`src/rtl/dmem_arbiter_pkg.sv`:
```
// Shared definitions for the data-memory arbiter.
//   - access size codes driven on *_size / mem_size
//   - FSM state encoding used by the top
//   - misalign(): decides whether a request is rejected without touching memory
package dmem_arbiter_pkg;

  localparam int unsigned DefaultAddrW = 10;

  localparam logic [1:0] SzB = 2'd0;
  localparam logic [1:0] SzH = 2'd1;
  localparam logic [1:0] SzW = 2'd2;

  typedef enum logic [1:0] {
    StIdle = 2'd0,
    StBusy = 2'd1,
    StResp = 2'd2
  } state_e;

  // Size code 3 is undefined and is rejected like any misaligned access.
  function automatic logic misalign(input logic [1:0] size, input logic [1:0] addr_lo);
    logic bad;
    case (size)
      SzB:     bad = 1'b0;
      SzH:     bad = addr_lo[0];
      SzW:     bad = (addr_lo != 2'b00);
      default: bad = 1'b1;
    endcase
    return bad;
  endfunction

endpackage

```
`src/rtl/dmem_arbiter_rr_arb2.sv`:
```
// Two-way round-robin picker.
//   clk2, rst : clock and asynchronous active-high reset
//   req[1:0]  : request vector (bit 0 = MA port, bit 1 = debug/loader port)
//   advance   : a grant is being issued this cycle; remember its owner
//   grant[1:0]: one-hot pick (combinational), all-zero when nobody requests
module dmem_arbiter_rr_arb2 (
  input  logic       clk2,
  input  logic       rst,
  input  logic [1:0] req,
  input  logic       advance,
  output logic [1:0] grant
);

  // Resets to 1 so that port 0 wins the first tie.
  logic last_owner_q;

  always_comb begin
    grant = 2'b00;
    case (req)
      2'b01:   grant = 2'b01;
      2'b10:   grant = 2'b10;
      2'b11:   grant = last_owner_q ? 2'b01 : 2'b10;
      default: grant = 2'b00;
    endcase
  end

  always_ff @(posedge clk2 or posedge rst) begin
    if (rst) begin
      last_owner_q <= 1'b1;
    end else if (advance) begin
      last_owner_q <= grant[1];
    end
  end

endmodule

```
`src/rtl/dmem_arbiter.sv`:
```
// Shares the single-port data memory between the MA stage (port 0) and the debug/loader
// port (port 1). One access at a time: IDLE (grant) -> BUSY (command held until mem_ready)
// -> RESP (one-cycle rvalid). Misaligned requests skip BUSY and complete with err=1.
//   clk2, rst            : clock, asynchronous active-high reset
//   mN_req/we/size/addr/wdata : request payload, held until mN_gnt
//   mN_gnt               : one-cycle accept pulse
//   mN_rvalid/rdata/err  : one-cycle completion, data/err zero outside rvalid
//   mem_*                : command to the memory, mem_ready completes it
//   ma_stall             : freezes the pipeline while the MA access is outstanding
module dmem_arbiter
  import dmem_arbiter_pkg::*;
#(
  parameter int unsigned AddrW = DefaultAddrW
) (
  input  logic             clk2,
  input  logic             rst,
  input  logic             m0_req,
  input  logic             m0_we,
  input  logic [1:0]       m0_size,
  input  logic [AddrW-1:0] m0_addr,
  input  logic [31:0]      m0_wdata,
  output logic             m0_gnt,
  output logic             m0_rvalid,
  output logic [31:0]      m0_rdata,
  output logic             m0_err,
  input  logic             m1_req,
  input  logic             m1_we,
  input  logic [1:0]       m1_size,
  input  logic [AddrW-1:0] m1_addr,
  input  logic [31:0]      m1_wdata,
  output logic             m1_gnt,
  output logic             m1_rvalid,
  output logic [31:0]      m1_rdata,
  output logic             m1_err,
  output logic             mem_en,
  output logic             mem_we,
  output logic [1:0]       mem_size,
  output logic [AddrW-1:0] mem_addr,
  output logic [31:0]      mem_wdata,
  input  logic [31:0]      mem_rdata,
  input  logic             mem_ready,
  output logic             ma_stall
);

  state_e           state_q;
  logic             owner_q;
  logic             cmd_we_q;
  logic [1:0]       cmd_size_q;
  logic [AddrW-1:0] cmd_addr_q;
  logic [31:0]      cmd_wdata_q;
  logic [31:0]      rdata_q;
  logic             err_q;

  logic [1:0]       grant;
  logic             advance;
  logic             sel_we;
  logic [1:0]       sel_size;
  logic [AddrW-1:0] sel_addr;
  logic [31:0]      sel_wdata;
  logic             resp;

  // Grants are decoded combinationally so gnt lands in the request cycle; gating with rst
  // keeps them low while reset is held even if a requester is still asserting req.
  assign advance = (state_q == StIdle) && !rst && (m0_req || m1_req);

  dmem_arbiter_rr_arb2 u_rr_arb2 (
    .clk2    (clk2),
    .rst     (rst),
    .req     ({m1_req, m0_req}),
    .advance (advance),
    .grant   (grant)
  );

  always_comb begin
    sel_we    = m0_we;
    sel_size  = m0_size;
    sel_addr  = m0_addr;
    sel_wdata = m0_wdata;
    if (grant[1]) begin
      sel_we    = m1_we;
      sel_size  = m1_size;
      sel_addr  = m1_addr;
      sel_wdata = m1_wdata;
    end
  end

  always_ff @(posedge clk2 or posedge rst) begin
    if (rst) begin
      state_q     <= StIdle;
      owner_q     <= 1'b0;
      cmd_we_q    <= 1'b0;
      cmd_size_q  <= 2'b00;
      cmd_addr_q  <= '0;
      cmd_wdata_q <= '0;
      rdata_q     <= '0;
      err_q       <= 1'b0;
    end else begin
      case (state_q)
        StIdle: begin
          if (advance) begin
            owner_q     <= grant[1];
            cmd_we_q    <= sel_we;
            cmd_size_q  <= sel_size;
            cmd_addr_q  <= sel_addr;
            cmd_wdata_q <= sel_wdata;
            if (misalign(sel_size, sel_addr[1:0])) begin
              err_q   <= 1'b1;
              state_q <= StResp;
            end else begin
              state_q <= StBusy;
            end
          end
        end
        StBusy: begin
          if (mem_ready) begin
            rdata_q <= cmd_we_q ? 32'd0 : mem_rdata;
            state_q <= StResp;
          end
        end
        StResp: begin
          rdata_q <= '0;
          err_q   <= 1'b0;
          state_q <= StIdle;
        end
        default: state_q <= StIdle;
      endcase
    end
  end

  assign m0_gnt    = advance && grant[0];
  assign m1_gnt    = advance && grant[1];

  assign resp      = (state_q == StResp);
  assign m0_rvalid = resp && !owner_q;
  assign m1_rvalid = resp && owner_q;
  assign m0_rdata  = m0_rvalid ? rdata_q : 32'd0;
  assign m1_rdata  = m1_rvalid ? rdata_q : 32'd0;
  assign m0_err    = m0_rvalid && err_q;
  assign m1_err    = m1_rvalid && err_q;

  assign mem_en    = (state_q == StBusy);
  assign mem_we    = mem_en && cmd_we_q;
  assign mem_size  = mem_en ? cmd_size_q : 2'b00;
  assign mem_addr  = mem_en ? cmd_addr_q : '0;
  assign mem_wdata = mem_en ? cmd_wdata_q : 32'd0;

  assign ma_stall  = m0_req && !m0_rvalid;

endmodule

```
`config.mk`:
```
export PLATFORM = sky130hd
export DESIGN_NAME = dmem_arbiter
export DESIGN_NICKNAME = d
export VERILOG_FILES = /design/src/rtl/dmem_arbiter_pkg.sv /design/src/rtl/dmem_arbiter_rr_arb2.sv /design/src/rtl/dmem_arbiter.sv
export SDC_FILE = /design/constraint.sdc
export NUM_CORES = 1
export LEC_CHECK = 0
export CORE_MARGIN = 2
export CORE_UTILIZATION = 39
export CTS_CLUSTER_SIZE = 24
export DETAILED_ROUTE_END_ITERATION = 16
export PLACE_DENSITY_LB_ADDON = 0.08
export SLEW_MARGIN = 20
export SYNTH_ARGS = -nofsm -noshare
export SYNTH_HDL_FRONTEND = slang
export SYNTH_SLANG_ARGS = --single-unit
export TNS_END_PERCENT = 1
```
`constraint.sdc`:
```
create_clock -name clk2 -period 2.6 [get_ports clk2]
set_input_delay 0.26 -clock clk2 [delete_from_list [all_inputs] [get_ports clk2]]
set_output_delay 0.26 -clock clk2 [all_outputs]
set_load 0.1 [all_outputs]
```
Word-level counts from Yosys, hierarchy flattened
Index checks and enable logic that the tools add are counted.
Storage, ports and cells
  register bits: 82
  bits in latches: 0
  bits in writable memories: 0
  memory bits (read-only): 0
  bits of input ports: 127
  output and inout bits: 117
  logic and storage cells: 66
  memories kept: 0
Cells by class
  $add $sub $neg: 0
  multiply operators: 0
  div/mod/pow operators: 0
  order comparisons: 0
  equal/unequal tests: 10
  shifts and indexed selects: 0
  muxes and demuxes: 24
  bitwise gates (word level): 0
  reduce and logical (&&, ||, !) cells: 23
Operators with widths (number)
  32-bit two-way mux: 6
  32-bit one-hot mux with 2 select lines: 1
  10-bit two-way mux: 2
  2-bit two-way mux: 6
  1-bit logical AND: 10
  2-bit == test (second input constant): 4
  2-bit by 1-bit == test with 1-bit output (second input constant): 3
  2-bit one-hot mux with 3 select lines: 1
  2-bit AND reduction: 3
  2-bit nonzero test: 3
  1-bit two-way mux: 5
  2-bit logical NOT: 2
  2-bit by 1-bit inequality test with 1-bit output (second input constant): 2
  2-bit one-hot mux with 2 select lines: 1
  1-bit logical NOT: 3
  1-bit one-hot mux with 3 select lines: 1
  3-bit AND reduction: 1
  2-bit inequality test (second input constant): 1
  1-bit one-hot mux with 2 select lines: 1
  1-bit logical OR: 1

Depth between registers and ports, before layout
Gate-level depths: netlist (run 1).
  depth after elaboration: 10
  gate-level depth with buffers: 6
  depth with buffers taken out: 4

Modules after synthesis
From an unflattened synthesis (run 1), not the netlist that was laid out.
Unflattened totals
  cells, all modules: 471
  area, all modules: 4869.7 sq um
Modules (own cells, without submodules)
  dmem_arbiter: times used 1, cells an instance 465, area an instance 4802.1 sq um
  dmem_arbiter_rr_arb2: times used 1, cells an instance 6, area an instance 67.6 sq um

Worst setup path after synthesis (run 1)
Ideal clock, no wire load.
  kind: reg2out
  start point: register state_q[0]
  end point: output port m0_rdata[22]
  arrival: 2.661 ns
  required time: 2.340 ns
  setup slack: -0.321 ns
  cell stages (with the launch flop): 5
  buffers on the path: 1
  cell sequence: dfrtp_1 nand2b_1 nor2_1 clkbuf_1 and2_1
On the way
  cells in the longest elaborated chain, start to end: 3
RTL lines
  start: declaration: RTL line dmem_arbiter.sv:45  | state_e state_q;
  start signal: assignment: RTL line dmem_arbiter.sv:89  | state_q <= StIdle;
  start signal: assignment: RTL line dmem_arbiter.sv:108  | state_q <= StResp;
  start signal: assignment: RTL line dmem_arbiter.sv:110  | state_q <= StBusy;
  2-bit == test: RTL line dmem_arbiter.sv:133  | assign resp = (state_q == StResp);
  1-bit logical AND: RTL line dmem_arbiter.sv:134  | assign m0_rvalid = resp && !owner_q;
  named net m0_rvalid: RTL line dmem_arbiter.sv:23  | output logic m0_rvalid,
  32-bit two-way mux: RTL line dmem_arbiter.sv:136  | assign m0_rdata = m0_rvalid ? rdata_q : 32'd0;
  end: declaration: RTL line dmem_arbiter.sv:24  | output logic [31:0] m0_rdata,
The timed path passes the listed nets, and every way through them passes these cells.

Worst setup path in the final report (run 1)
  start point: register state_q[1]
  end point: output port mem_wdata[30]
On the way
  cells in the longest elaborated chain, start to end: 2
RTL lines
  2-bit by 1-bit == test with 1-bit output: RTL line dmem_arbiter.sv:141  | assign mem_en = (state_q == StBusy);
  32-bit two-way mux: RTL line dmem_arbiter.sv:145  | assign mem_wdata = mem_en ? cmd_wdata_q : 32'd0;
  end: declaration: RTL line dmem_arbiter.sv:39  | output logic [31:0] mem_wdata,
Every way passes these cells.

==> metrics.txt, run 1 <==
Placed Cells=between 800 and 900; Post-DP Area=7600 sq um; I/O Pins=roughly 240; Initial DRC Count=271; PwrDens=roughly 950 nW/um^2; VDD IR max=0.000493 V; final non-filler cell total=828; final wirelength=roughly 14000 um; Fin Setup TNS=0 ns; GRT Overall Usage=23.4%; CTS tree=yes; die area=11800 sq um; Final GP Congestion=around 0.86; #FFs+latches synth=82; CP Capture Type=output pin; most used cell, CP=buf_12; area grow syn2layout=82.1%; drt pass-1 iters=4; Final Hold Viols=0; die width=between 100 and 150 um; post-DR vias/cell=~5.2; Routed WL per cell=16.5 um; Port Buffers=roughly 240; Critical Path RT=2.34 ns; end of the critical path=mem_wdata[30]; worst setup path startpoint=state_q[1]; Die Y=109 um; Final setup violation count=0; grt total ovfl=0; number of max-cap violations=0; Root Driver=clkbuf_8; RSZ-0062 raised after global routing=no; Post-CTS Setup Inserts=0; Syn Inst Count=roughly 460; Routed Antenna Nets=0; Tmin final=~2.2 ns; Layout Nets=roughly 810; Site Rows=38; Worst-Margin Slew=approximately 0.67 ns; Via Count=between 4000 and 5000; crit-path cells=and2b_1 -> buf_12 -> and2_1 -> buf_12; CP Depth=4; H-tree depth=3; worst r2r src=state_q[0]; relative slew slack=55.5%; initial antenna violation count=0; clk_skew=roughly 0.0088 ns; outcome=completed; Crit path max-delay family=simple AND/OR/NAND/NOR gates; type of the most critical hold path=in2async; core area=between 10000 and 15000 sq um; first-pass GRT wire length=between 20000 and 25000 um; crit path max fanout=36; Starting Density=about two fifths; Synth cell types=27; maximum number of pins on one net before global-route repair=65; post-route cell area=between 7000 and 8000 sq um; R2R depth=4; hold buffers post-CTS=0; Critical Path Slowest Stage Cell=and2b_1; Cell Area, Synth=4280 sq um; syn nets=585; Clock Tree Buf Depth=2; Final Power=between 0.007 and 0.008 W; crit path kind=reg2out; CP arrival=1.98 ns; flop2flop setup slack=between 0.8 and 0.9 ns; Leak=3.67 nW; hpwl dp=around 10000 um; Worst R2R End=rdata_q[9]; Largest stage delay, worst path=roughly 0.53 ns; later-pin clock latency in the skew report=between 0.3 and 0.4 ns; Synth warnings=0; share of cells above drive strength 1=between 20% and 30%; number of global-route vias before repair=between 4000 and 5000; clock sinks=82; Residual DRC=0; Seq/Total Area, Yosys=between 40% and 50%; post-cts repair resize count=0; Slew Limit Fails=0; ANT cells=0; worst path bufs/invs=2; Clk pin slew, worst setup/hold paths=0.08 ns; total CTS buffers=9; CP startpoint kind=register; Avg Cell Area, Syn=9.35 sq um; Final Cycle Share=between 80 and 90%; achievable frequency=446 MHz
layer usage:
| layer | global-route usage (%) | vias up | wire length (um) |
|---|---|---|---|
| li1 | - | 2047 | - |
| met1 | 27.3 | 2041 | 5150 |
| met2 | 39.5 | 175 | 6820 |
| met3 | 7.89 | 26 | 1300 |
| met4 | 10.1 | 0 | 389 |
| met5 | 0 | - | 0 |
power by group:
part / total, W / internal, W / switching, W
Sequential: 0.00216 / 0.00183 / 0.000329
Clock: 0.000968 / 0.000517 / 0.000450
Combinational: 0.00428 / 0.00158 / 0.00271
final cells by class:
class / count / area [sq um]
clock buffers: 13 / 169
clock inverters: 2 / 35.0
fillers: 807 / 2990
inverters: 2 / 8.76
multi-input cells: 332 / 2040
flip-flops and latches: 82 / 2050
well taps: 140 / 175
repair buffers: 257 / 3320
sequential cells by signal (all words and copies together), names as in the netlist:
signal,count
rdata_q,32
cmd_wdata_q,32
owner_q,1
err_q,1
state_q,2
cmd_addr_q,10
cmd_size_q,2
cmd_we_q,1
u_rr_arb2.last_owner_q,1
kinds of logic (layout without fill, tap and decap cells):
group | after synthesis | after routing | synth area share, %
buffers and inverters | 44 | 274 | 5.02
and+or+nand+nor | 242 | 242 | 30.6
AOI/OAI and AO/OA | 90 | 90 | 16.4
DFF | 82 | 82 | 47.9
synthesized netlist by cell type:
library cell | n | area share (%)
a21o_1 | 2 | 0.35
a31oi_1 | 4 | 0.58
and2_1 | 80 | 12
nor2b_1 | 2 | 0.29
dfrtp_1 | 81 | 47
o21a_1 | 3 | 0.53
o221a_2 | 2 | 0.53
buf_2 | 12 | 1.4
nand2_1 | 76 | 6.7
and3_1 | 74 | 11
o32ai_1 | 1 | 0.20
nor2_1 | 7 | 0.61
inv_1 | 2 | 0.18
a21oi_2 | 1 | 0.20
clkbuf_2 | 1 | 0.12
o21ai_0 | 20 | 2.3
a21bo_1 | 1 | 0.23
a221o_1 | 41 | 9.6
and2b_1 | 1 | 0.18
nor3_2 | 1 | 0.23
buf_4 | 1 | 0.18
nand2b_1 | 1 | 0.15
dfstp_2 | 1 | 0.61
o21ai_1 | 14 | 1.6
clkbuf_1 | 24 | 2.1
a21boi_2 | 1 | 0.26
buf_6 | 4 | 1.1
stage by stage:
stage	util (%)	setup slack (ns)	hold WS, ns
final	72.3	0.358	0.363
after global routing	72.3	0.257	0.423
after CTS	72.3	0.323	0.372
after floorplan	-	0.0915	0.351
after detailed placement	70.4	0.454	0.481
after global placement	70.4	0.517	0.474
worst min-delay path by stage:
stage	cells after the start	start	end
final	2	rst	cmd_wdata_q[14]
after global routing	2	rst	rdata_q[24]
after CTS	2	rst	rdata_q[22]
after detailed placement	2	rdata_q[10]	rdata_q[10]
after global placement	2	rdata_q[19]	rdata_q[19]
after floorplan	1	mem_ready	state_q[0]
cell usage in the layout, fill, tap and decap left out, types with 2 or more instances in the layout:
cell / Yosys / final
buf_12: 0 / 86
nor2_1: 7 / 6
and3_1: 74 / 74
clkinv_2: 0 / 2
clkdlybuf4s50_1: 0 / 126
dfrtp_1: 81 / 81
and2_1: 80 / 79
o221a_2: 2 / 2
o21ai_0: 20 / 20
o21a_1: 3 / 3
a21o_1: 2 / 2
a31oi_1: 4 / 4
o21ai_1: 14 / 13
clkbuf_8: 0 / 12
a221o_1: 41 / 41
buf_4: 1 / 45
nand2_1: 76 / 76
(Power assumes the default switching activity.)
==> run 2: changes to the inputs <==
--- a/config.mk
+++ b/config.mk
@@ -5,6 +5,7 @@
 export SDC_FILE = /design/constraint.sdc
 export NUM_CORES = 1
 export LEC_CHECK = 0
+export ABC_AREA = 1
 export CORE_MARGIN = 2
 export CORE_UTILIZATION = 39
 export CTS_CLUSTER_SIZE = 24
==> run 2 against run 1 <==
- utilization increased by 3.7 points
- via count rose by 6.0%
- cell area increased by 4.2%
- clock power is 13% lower
- final cell count grew 14%
- critical endpoint is now m0_rdata[22]
- flip-flop and latch count is the same
==> metrics.txt, run 2 <==
maximum number of pins on one net before global-route repair=65 (unchanged); Avg Cell Area, Syn=7.52 sq um (was 9.35 sq um); die width=108 um (was 109 um); first-pass GRT wire length=22800 um (was 21400 um); EDFF count, synth=0 (unchanged); Tmin final=2.28 ns (was 2.24 ns); Final Cycle Share=87.6% (was 86.2%); I/O Pins=244 (unchanged); Slew Limit Fails=0 (unchanged); clock sinks=82 (unchanged); Main synth FF type=dfrtp_1 (unchanged); #FFs+latches synth=82 (unchanged); Starting Density=39.6% (was 39.7%); Leak=3.43 nW (was 3.67 nW); Largest stage delay, worst path=0.41 ns (was 0.53 ns); Synth warnings=0 (unchanged); Worst R2R End=cmd_wdata_q[22] (was rdata_q[9]); commonest non-fill, non-tap cells in the layout=clkdlybuf4s50_1, nand2_1, inv_1 (was clkdlybuf4s50_1, buf_12, dfrtp_1); Routed WL per cell=15.1 um (was 16.5 um); flop2flop setup slack=0.84 ns (was 0.81 ns); Port Buffers=243 (unchanged); syn nets=690 (was 585); PwrDens=933 nW/um^2 (was 950 nW/um^2); Worst-Margin Slew=0.622 ns (was 0.667 ns); Util after Layout=76.0% (was 72.3%); type of the most critical hold path=in2async (unchanged); worst r2r src=state_q[0] (unchanged); core area=10700 sq um (was 10800 sq um); total CTS buffers=9 (unchanged); synth top area cells=dfrtp_1, nor2_1, nand2_1 (was dfrtp_1, and2_1, and3_1); crit path max fanout=23 (was 36); Final Hold Viols=0 (unchanged); Site Rows=38 (unchanged); GRT Overall Usage=24.8% (was 23.4%); CP Capture Type=output pin (unchanged); Seq/Total Area, Yosys=48.5% (was 47.9%); Clock Tree Buf Depth=2 (unchanged); Die Y=108 um (was 109 um); CP startpoint kind=register (unchanged); Initial DRC Count=162 (was 271); crit-path cells=nor2_1 -> inv_1 -> nor2_4 -> clkinv_1 -> buf_4 -> nor2_2 -> buf_12 (was and2b_1 -> buf_12 -> and2_1 -> buf_12); R2R depth=8 (was 4); most frequent cell after synthesis=nor2_1 (was dfrtp_1); initial antenna violation count=0 (unchanged); final wirelength=14300 um (was 13700 um); number of max-cap violations=0 (unchanged); ANT cells=0 (unchanged); post-synth top area share=47.8% (was 47.3%); Layout fillers=758 (was 807); most frequent cells after synthesis=nor2_1, nand2_1, inv_1 (was dfrtp_1, and2_1, nand2_1); drt pass-1 iters=4 (unchanged); RSZ-0062 raised after global routing=no (unchanged); share of cells above drive strength 1=34.2% (was 22.7%); Synth cell types=22 (was 27); hpwl dp=11200 um (was 10400 um); Final GP Congestion=0.798 (was 0.858); relative slew slack=58.5% (was 55.5%); Fin Setup TNS=0 ns (unchanged); hold buffers post-CTS=0 (unchanged); CP arrival=2.02 ns (was 1.98 ns); die area=11700 sq um (was 11800 sq um); number of global-route vias before repair=4633 (was 4315); later-pin clock latency in the skew report=0.35 ns (about the same); most common cell after layout, fill and taps aside=clkdlybuf4s50_1 (unchanged); outcome=completed (unchanged); Layout Nets=927 (was 811); Critical Path RT=2.34 ns (about the same); Via Count=4547 (was 4289); grt total ovfl=0 (unchanged); post-synth top area cell=dfrtp_1 (unchanged); Cell Area, Synth=4240 sq um (was 4280 sq um); Clk pin slew, worst setup/hold paths=0.08 ns (about the same); Final setup violation count=0 (unchanged); asr flop ratio synth=100% (unchanged); post-DR vias/cell=4.81 (was 5.18); H-tree depth=3 (unchanged); post-cts repair resize count=0 (unchanged); clk_skew=0.00494 ns (was 0.00879 ns); Syn Inst Count=563 (was 458); Post-CTS Setup Inserts=0 (unchanged); top flop regs=cmd_wdata_q (32), rdata_q (32), cmd_addr_q (10) (unchanged); Critical Path Slowest Stage Cell=dfrtp_1 (was and2b_1); crit path kind=reg2out (unchanged); Root Driver=clkbuf_8 (unchanged); Routed Antenna Nets=0 (unchanged); CTS tree=yes (unchanged); VDD IR max=0.000497 V (was 0.000493 V); Residual DRC=0 (unchanged); achievable frequency=439 MHz (was 446 MHz); area grow syn2layout=91.8% (was 82.1%)
==> run 2: cell count changes in the layout (fill, tap and decap cells not counted), sizes merged, moves of 3 or more <==
cell    change
o21a        -3
and3       -74
nor2      +113
clkinv      +3
and2       -80
a221o      -41
inv        +93
a31oi       -4
o21ai       +4
o211ai     +41
nand2      +36
nand3      +37
==> run 2: critical path, delay by kind of cell (launching register included) <==
kind	cells	cell delay, ns
AND/OR/NAND/NOR	3	0.46
flip-flops	1	0.41
buffers and inverters	4	0.78
==> run 2: stage by stage <==
stage | instance area, sq um | hold WS, ns | setup slack [ns] | power, W | instances
floorplan | 4670 | 0.382 | -0.419 | 0.00534 | 563
global placement | 7950 | 0.462 | 0.545 | 0.00665 | 929
detailed placement | 7950 | 0.460 | 0.460 | 0.00679 | 929
CTS | 8130 | 0.388 | 0.283 | 0.00764 | 945
global route | 8130 | 0.420 | 0.137 | 0.00800 | 945
finish | 8130 | 0.374 | 0.323 | 0.00758 | 945
==> run 2: how the worst max path moves through the flow <==
stage,from,end,cells past startpoint
after floorplan,state_q[0],mem_addr[9],4
after global routing,state_q[1],m0_rdata[29],8
after CTS,state_q[1],m0_rdata[11],8
after global placement,m1_req,m0_gnt,6
after detailed placement,m1_req,cmd_wdata_q[22],8
final,state_q[0],m0_rdata[22],7
==> run 2: per-layer routing <==
layer  up-vias  share of wire, %  GRT usage (%)
li1       2220                 -              -
met1      2131                40           29.6
met2       174                50           42.8
met3        22               6.8           5.42
met4         0               2.6           10.7
met5         -                 0              0
==> run 2: cell families after synthesis <==
| group | Yosys count | share of synthesized area (%) |
|---|---|---|
| AOI/OAI and AO/OA | 79 | 12.8 |
| buffers and inverters | 128 | 12.6 |
| DFF | 82 | 48.5 |
| and+or+nand+nor | 274 | 26.1 |
==> run 2: area by class of cell <==
| class | instances | area, sq um | share of cell area [%] |
|---|---|---|---|
| clock buffers | 13 | 159 | 1.96 |
| clock inverters | 3 | 15.0 | 0.185 |
| inverters | 96 | 362 | 4.45 |
| multi-input cells | 353 | 2080 | 25.7 |
| flip-flops and latches | 82 | 2050 | 25.3 |
| well taps | 140 | 175 | 2.16 |
| repair buffers | 258 | 3280 | 40.3 |
==> run 2: power by group <==
group / total [W] / switching, W / internal, W
registers: 0.00198 / 0.000163 / 0.00182
logic: 0.00476 / 0.00336 / 0.00140
clock network: 0.000845 / 0.000449 / 0.000396
==> RTL change 1: new RTL, flow settings as in run 1 <==
Reset style: synchronous (`rst`), changed in 2 clocked blocks. Comments in the files are not updated.
--- a/src/rtl/dmem_arbiter_rr_arb2.sv
+++ b/src/rtl/dmem_arbiter_rr_arb2.sv
@@ -24,7 +24,7 @@
     endcase
   end
 
-  always_ff @(posedge clk2 or posedge rst) begin
+  always_ff @(posedge clk2) begin
     if (rst) begin
       last_owner_q <= 1'b1;
     end else if (advance) begin
--- a/src/rtl/dmem_arbiter.sv
+++ b/src/rtl/dmem_arbiter.sv
@@ -84,7 +84,7 @@
     end
   end
 
-  always_ff @(posedge clk2 or posedge rst) begin
+  always_ff @(posedge clk2) begin
     if (rst) begin
       state_q     <= StIdle;
       owner_q     <= 1'b0;
Function: differs if rst is asserted again (counterexample within 4 cycles, from zero or initial values and one cycle with rst high); with rst held inactive, the same outputs for 10 cycles.
==> RTL change 1 against run 1 <==
- area after synthesis increased by 0.26%
- worst setup slack got worse by 0.18 ns
- clock skew increased by 0.0012 ns
- register-to-register slack worse by 0.17 ns
- via count rose by 4.9%
- cell area fell by 0.95%
- routed wire length up 2.7%
- highest routed layer unchanged
- sequential cell count stayed put
- critical path depth increased by 2
Power is not compared: it rests on default switching activity, and its combinational part moved more than twofold at a synthesized area within 25%.
==> RTL change 1: results (changes against run 1) <==
Parameter                              Value

Layout
  Fillcell total ... 849 (was 807)
  Share of final-layout standard cells stronger than drive strength 1 ... 22.9% (was 22.7%)
  Number of nets at the end of the flow ... 866 (was 811)

Worst setup path
  Peak per-stage delay on the critical path ... 0.45 ns (was 0.53 ns)
  Worst-case reg-to-reg path depth ... 5 (was 4)
  RR Startpoint ... state_q[0] (unchanged)
  Data arrival time of the critical path ... 2.16 ns (was 1.98 ns)
  Cell type group with the largest total delay on the critical path ... buffers and inverters (was simple AND/OR/NAND/NOR gates)
  Highest fanout seen on the critical path ... 35 (was 36)
  Slowest stage cell on the critical path ... sky130_fd_sc_hd__dfxtp_1 (was sky130_fd_sc_hd__and2b_1)

Global routing
  Vias in the first global route ... 4,432 (was 4,315)
  Wire length of the first global-routing pass ... 21.7 mm (was 21.4 mm)
  Maximum number of pins on one net before global-route repair ... 72 (was 65)
  Global-route usage over all layers ... 23.3% (was 23.4%)

Synthesis
  Async set or reset register ratio after synthesis ... 0% (was 100%)
  Total nets after synthesis ... 649 (was 585)
  Most common library cells after synthesis ... 82 x sky130_fd_sc_hd__dfxtp_1, 79 x sky130_fd_sc_hd__and2_1, 67 x sky130_fd_sc_hd__nand2_1, 50 x sky130_fd_sc_hd__nor2_1, 34 x sky130_fd_sc_hd__and3_1 (was 81 x sky130_fd_sc_hd__dfrtp_1, 80 x sky130_fd_sc_hd__and2_1, 76 x sky130_fd_sc_hd__nand2_1, 74 x sky130_fd_sc_hd__and3_1, 41 x sky130_fd_sc_hd__a221o_1)
  Fraction of synthesized area in multiplexers ... 6.99% (was 0%)
  Most instantiated flip-flop cell in the synthesis netlist ... sky130_fd_sc_hd__dfxtp_1 (was sky130_fd_sc_hd__dfrtp_1)
  Synthesized area per cell ... 8.23 um2 (was 9.35 um2)
  Top area cells in the synthesized netlist ... sky130_fd_sc_hd__dfxtp_1 38%, sky130_fd_sc_hd__and2_1 12%, sky130_fd_sc_hd__mux2i_1 7.0% (was sky130_fd_sc_hd__dfrtp_1 47%, sky130_fd_sc_hd__and2_1 12%, sky130_fd_sc_hd__and3_1 11%)
  Complex-gate fraction of the synthesized area ... 16.6% (was 16.4%)
  Sequential fraction of the synthesis area ... 38.2% (was 47.9%)

Placed design
  Dpl hpwl ... 10.6 mm (was 10.4 mm)
  Worst Setup Slack post-DPL ... 0.433 ns (was 0.454 ns)
  Final weighted congestion in routability-driven placement ... 0.784 (was 0.858)

Drt
  Detail-routed via count per cell ... 5.11 (was 5.18)
  Initial DRT Pass Iterations ... 5 (was 4)

Min path
  Path type of the worst min-delay path ... in2reg (was in2async)

Outcome
  Status ... complete, no violations (unchanged)
[RTL change 1: changes by cell type after synthesis, sizes merged, moves of 9 or more]
| cell | delta |
|---|---|
| and3 | -40 |
| mux2i | +30 |
| a211oi | +30 |
| nor2 | +44 |
| buf | +11 |
| a221o | -41 |
| nand2 | -9 |
| o21ai | -34 |
| dfxtp | +82 |
| a21oi | +33 |
| nand3 | +33 |
| dfrtp | -81 |
| a311oi | +15 |
[RTL change 1: stage by stage]
step	cell area, um2	TNS, ns
finish	7730	0
global route	7730	0
CTS	7720	0
detailed placement	7540	0
global placement	7540	0
floorplan	4300	-0.0147
[RTL change 1: worst paths after layout]
path	endpoint	slack [ns]
setup / recovery	m0_rdata[27]	0.18
hold / removal	cmd_wdata_q[29]	0.40
setup reg to reg	rdata_q[7]	0.64
hold reg to reg	rdata_q[3]	0.46
[RTL change 1: per-layer routing]
layer / vias up / global-route usage, % / part of all wire [%]
met3: 23 / 6.93 / 8.7
li1: 2219 / - / -
met1: 2085 / 23.7 / 36
met5: - / 0 / 0
met2: 174 / 43.8 / 53
met4: 0 / 9.89 / 2.2
[RTL change 1: where the power goes]
| group | switching (W) | total, W | internal [W] |
|---|---|---|---|
| logic | 0.000807 | 0.00136 | 0.000550 |
| clock network | 0.000432 | 0.000885 | 0.000453 |
| registers | 0.0000782 | 0.00147 | 0.00139 |
[RTL change 1: cells by family (layout without fill, tap and decap cells)]
group,after synthesis,count (layout)
AO/OA/AOI/OAI,89,89
AND/OR/NAND/NOR,272,272
buffers and inverters,49,268
multiplexers,30,30
flip-flops,82,82
[RTL change 1: area by class of cell]
cell class / count / area [um2] / area share, %
Sequential cell: 82 / 1640 / 21.2
Clock inverter: 3 / 42.5 / 0.550
Multi-Input combinational cell: 391 / 2410 / 31.2
Tap cell: 140 / 175 / 2.27
Timing Repair Buffer: 255 / 3320 / 42.9
Clock buffer: 10 / 138 / 1.78
==> RTL change 2: new RTL, settings of run 1 <==
Made on the original files. Change the package constant `DefaultAddrW` from 10 to 11.
--- a/src/rtl/dmem_arbiter_pkg.sv
+++ b/src/rtl/dmem_arbiter_pkg.sv
@@ -4,7 +4,7 @@
 //   - misalign(): decides whether a request is rejected without touching memory
 package dmem_arbiter_pkg;
 
-  localparam int unsigned DefaultAddrW = 10;
+  localparam int unsigned DefaultAddrW = 11;
 
   localparam logic [1:0] SzB = 2'd0;
   localparam logic [1:0] SzH = 2'd1;
Interface: changed (resized m0_addr, m1_addr and mem_addr); port bits go from 244 to 247. No check against the original RTL was run, so the function may have changed too.
==> RTL change 2 against run 1 <==
- area after synthesis decreased by 0.76%
- power increased by 1.8%
- cell area decreased by 0.51%
- register-to-register slack got worse by 0.09 ns
- clock skew increased by 0.0025 ns
- worst setup slack improved by 0.049 ns
- combinational power increased by 1%
- first-iteration DRC count increased by 32%
- global-route usage increased by 0.14 points
- sequential cell count increased by 1
- non-clock buffer count unchanged
- count of clock-buffer cells in the layout decreased by 2
- routed wire length increased by 2.3%
- sequential share of layout area increased by 0.46 points
- critical endpoint is now m1_rdata[25]
- largest cell class unchanged
- largest power group unchanged
- highest routed layer unchanged
==> RTL change 2: results (changes against run 1) <==
Parameter                              Value

Outcome
  Status ... complete, no violations (unchanged)

Global routing
  Vias in the first global route ... 4,330 (was 4,315)
  Met3 usage ... 7.23% (was 7.89%)
  GR Layer Usage met2 ... 41.5% (was 39.5%)
  Wire length of the first global-routing pass ... 21.7 mm (was 21.4 mm)

STA
  Tightest hold margin ... 0.347 ns (was 0.363 ns)
  Setup skew after layout ... 0.0113 ns (was 0.00879 ns)
  Slew of the pin with the lowest slew margin ... 0.845 ns (was 0.667 ns)
  Share of the clock period used by the worst path after layout ... 84.4% (was 86.2%)

Layout
  Register share of the cell area ... 26.8% (was 26.3%)
  Footprint of the multi-input gates ... 1810 um2 (was 2040 um2)
  Fraction of standard cell area in multi-input logic ... 23.4% (was 26.2%)
  Fillcell total ... 803 (was 807)
  Non-clock buffer area fraction after layout ... 43.0% (was 42.6%)
  Largest registers in the final layout ... cmd_wdata_q: 32 flops, rdata_q: 32 flops, cmd_addr_q: 11 flops (was cmd_wdata_q: 32 flops, rdata_q: 32 flops, cmd_addr_q: 10 flops)
  Count of non-CTS inverters in the layout ... 43 (was 2)
  Number of nets at the end of the flow ... 814 (was 811)
  Post-route insts no fill ... 830 (was 828)

Drt
  Detail-routed via count per cell ... 5.13 (was 5.18)
  Routed length on met3 ... 1.35 mm (was 1.30 mm)
  Starting DRC count in detailed routing ... 358 (was 271)
  Metal1 wirelength ... 5.27 mm (was 5.15 mm)

Synthesis
  Sequential fraction of the synthesis area ... 48.9% (was 47.9%)
  Fraction of synthesized area in multiplexers ... 0.942% (was 0%)
  Most common library cells after synthesis ... 82 x sky130_fd_sc_hd__dfrtp_1, 80 x sky130_fd_sc_hd__and2_1, 73 x sky130_fd_sc_hd__nand2_1, 43 x sky130_fd_sc_hd__inv_1, 42 x sky130_fd_sc_hd__a222oi_1 (was 81 x sky130_fd_sc_hd__dfrtp_1, 80 x sky130_fd_sc_hd__and2_1, 76 x sky130_fd_sc_hd__nand2_1, 74 x sky130_fd_sc_hd__and3_1, 41 x sky130_fd_sc_hd__a221o_1)
  Complex-gate fraction of the synthesized area ... 16.6% (was 16.4%)
  Top area cells in the synthesized netlist ... sky130_fd_sc_hd__dfrtp_1 48%, sky130_fd_sc_hd__and2_1 12%, sky130_fd_sc_hd__a222oi_1 9.9% (was sky130_fd_sc_hd__dfrtp_1 47%, sky130_fd_sc_hd__and2_1 12%, sky130_fd_sc_hd__and3_1 11%)

Power
  Int Power ... 0.00390 W (was 0.00393 W)
  Power in combinational cells ... 0.00434 W (was 0.00428 W)
  Worst IR drop on VDD ... 493 uV (about the same)

Worst setup path
  Data arrival time of the critical path ... 1.93 ns (was 1.98 ns)

Floorplanning
  Die Area ... 11,800 um2 (about the same)
-- RTL change 2: cell count changes after synthesis, sizes merged, moves of 5 or more --
| cell | change |
|---|---|
| a221o | -41 |
| a222oi | +42 |
| and3 | -40 |
| clkbuf | -6 |
| inv | +41 |
| nor2 | -5 |
-- RTL change 2: final timing paths --
kind / start / end
worst max-delay path: state_q[1] / m1_rdata[25]
worst min-delay path: rst / rdata_q[7]
worst max register to register: state_q[1] / cmd_wdata_q[16]
worst min register to register: cmd_size_q[1] / cmd_size_q[1]
max in group asynchronous: rst / u_rr_arb2.last_owner_q
min in group clk2: mem_rdata[15] / rdata_q[15]
-- RTL change 2: worst register-to-register path, delay by kind of cell (launching register included) --
family	cells	cell delay, ns
compound gates	2	0.60
buf+inv	2	0.40
flops	1	0.44
simple gates	1	0.32
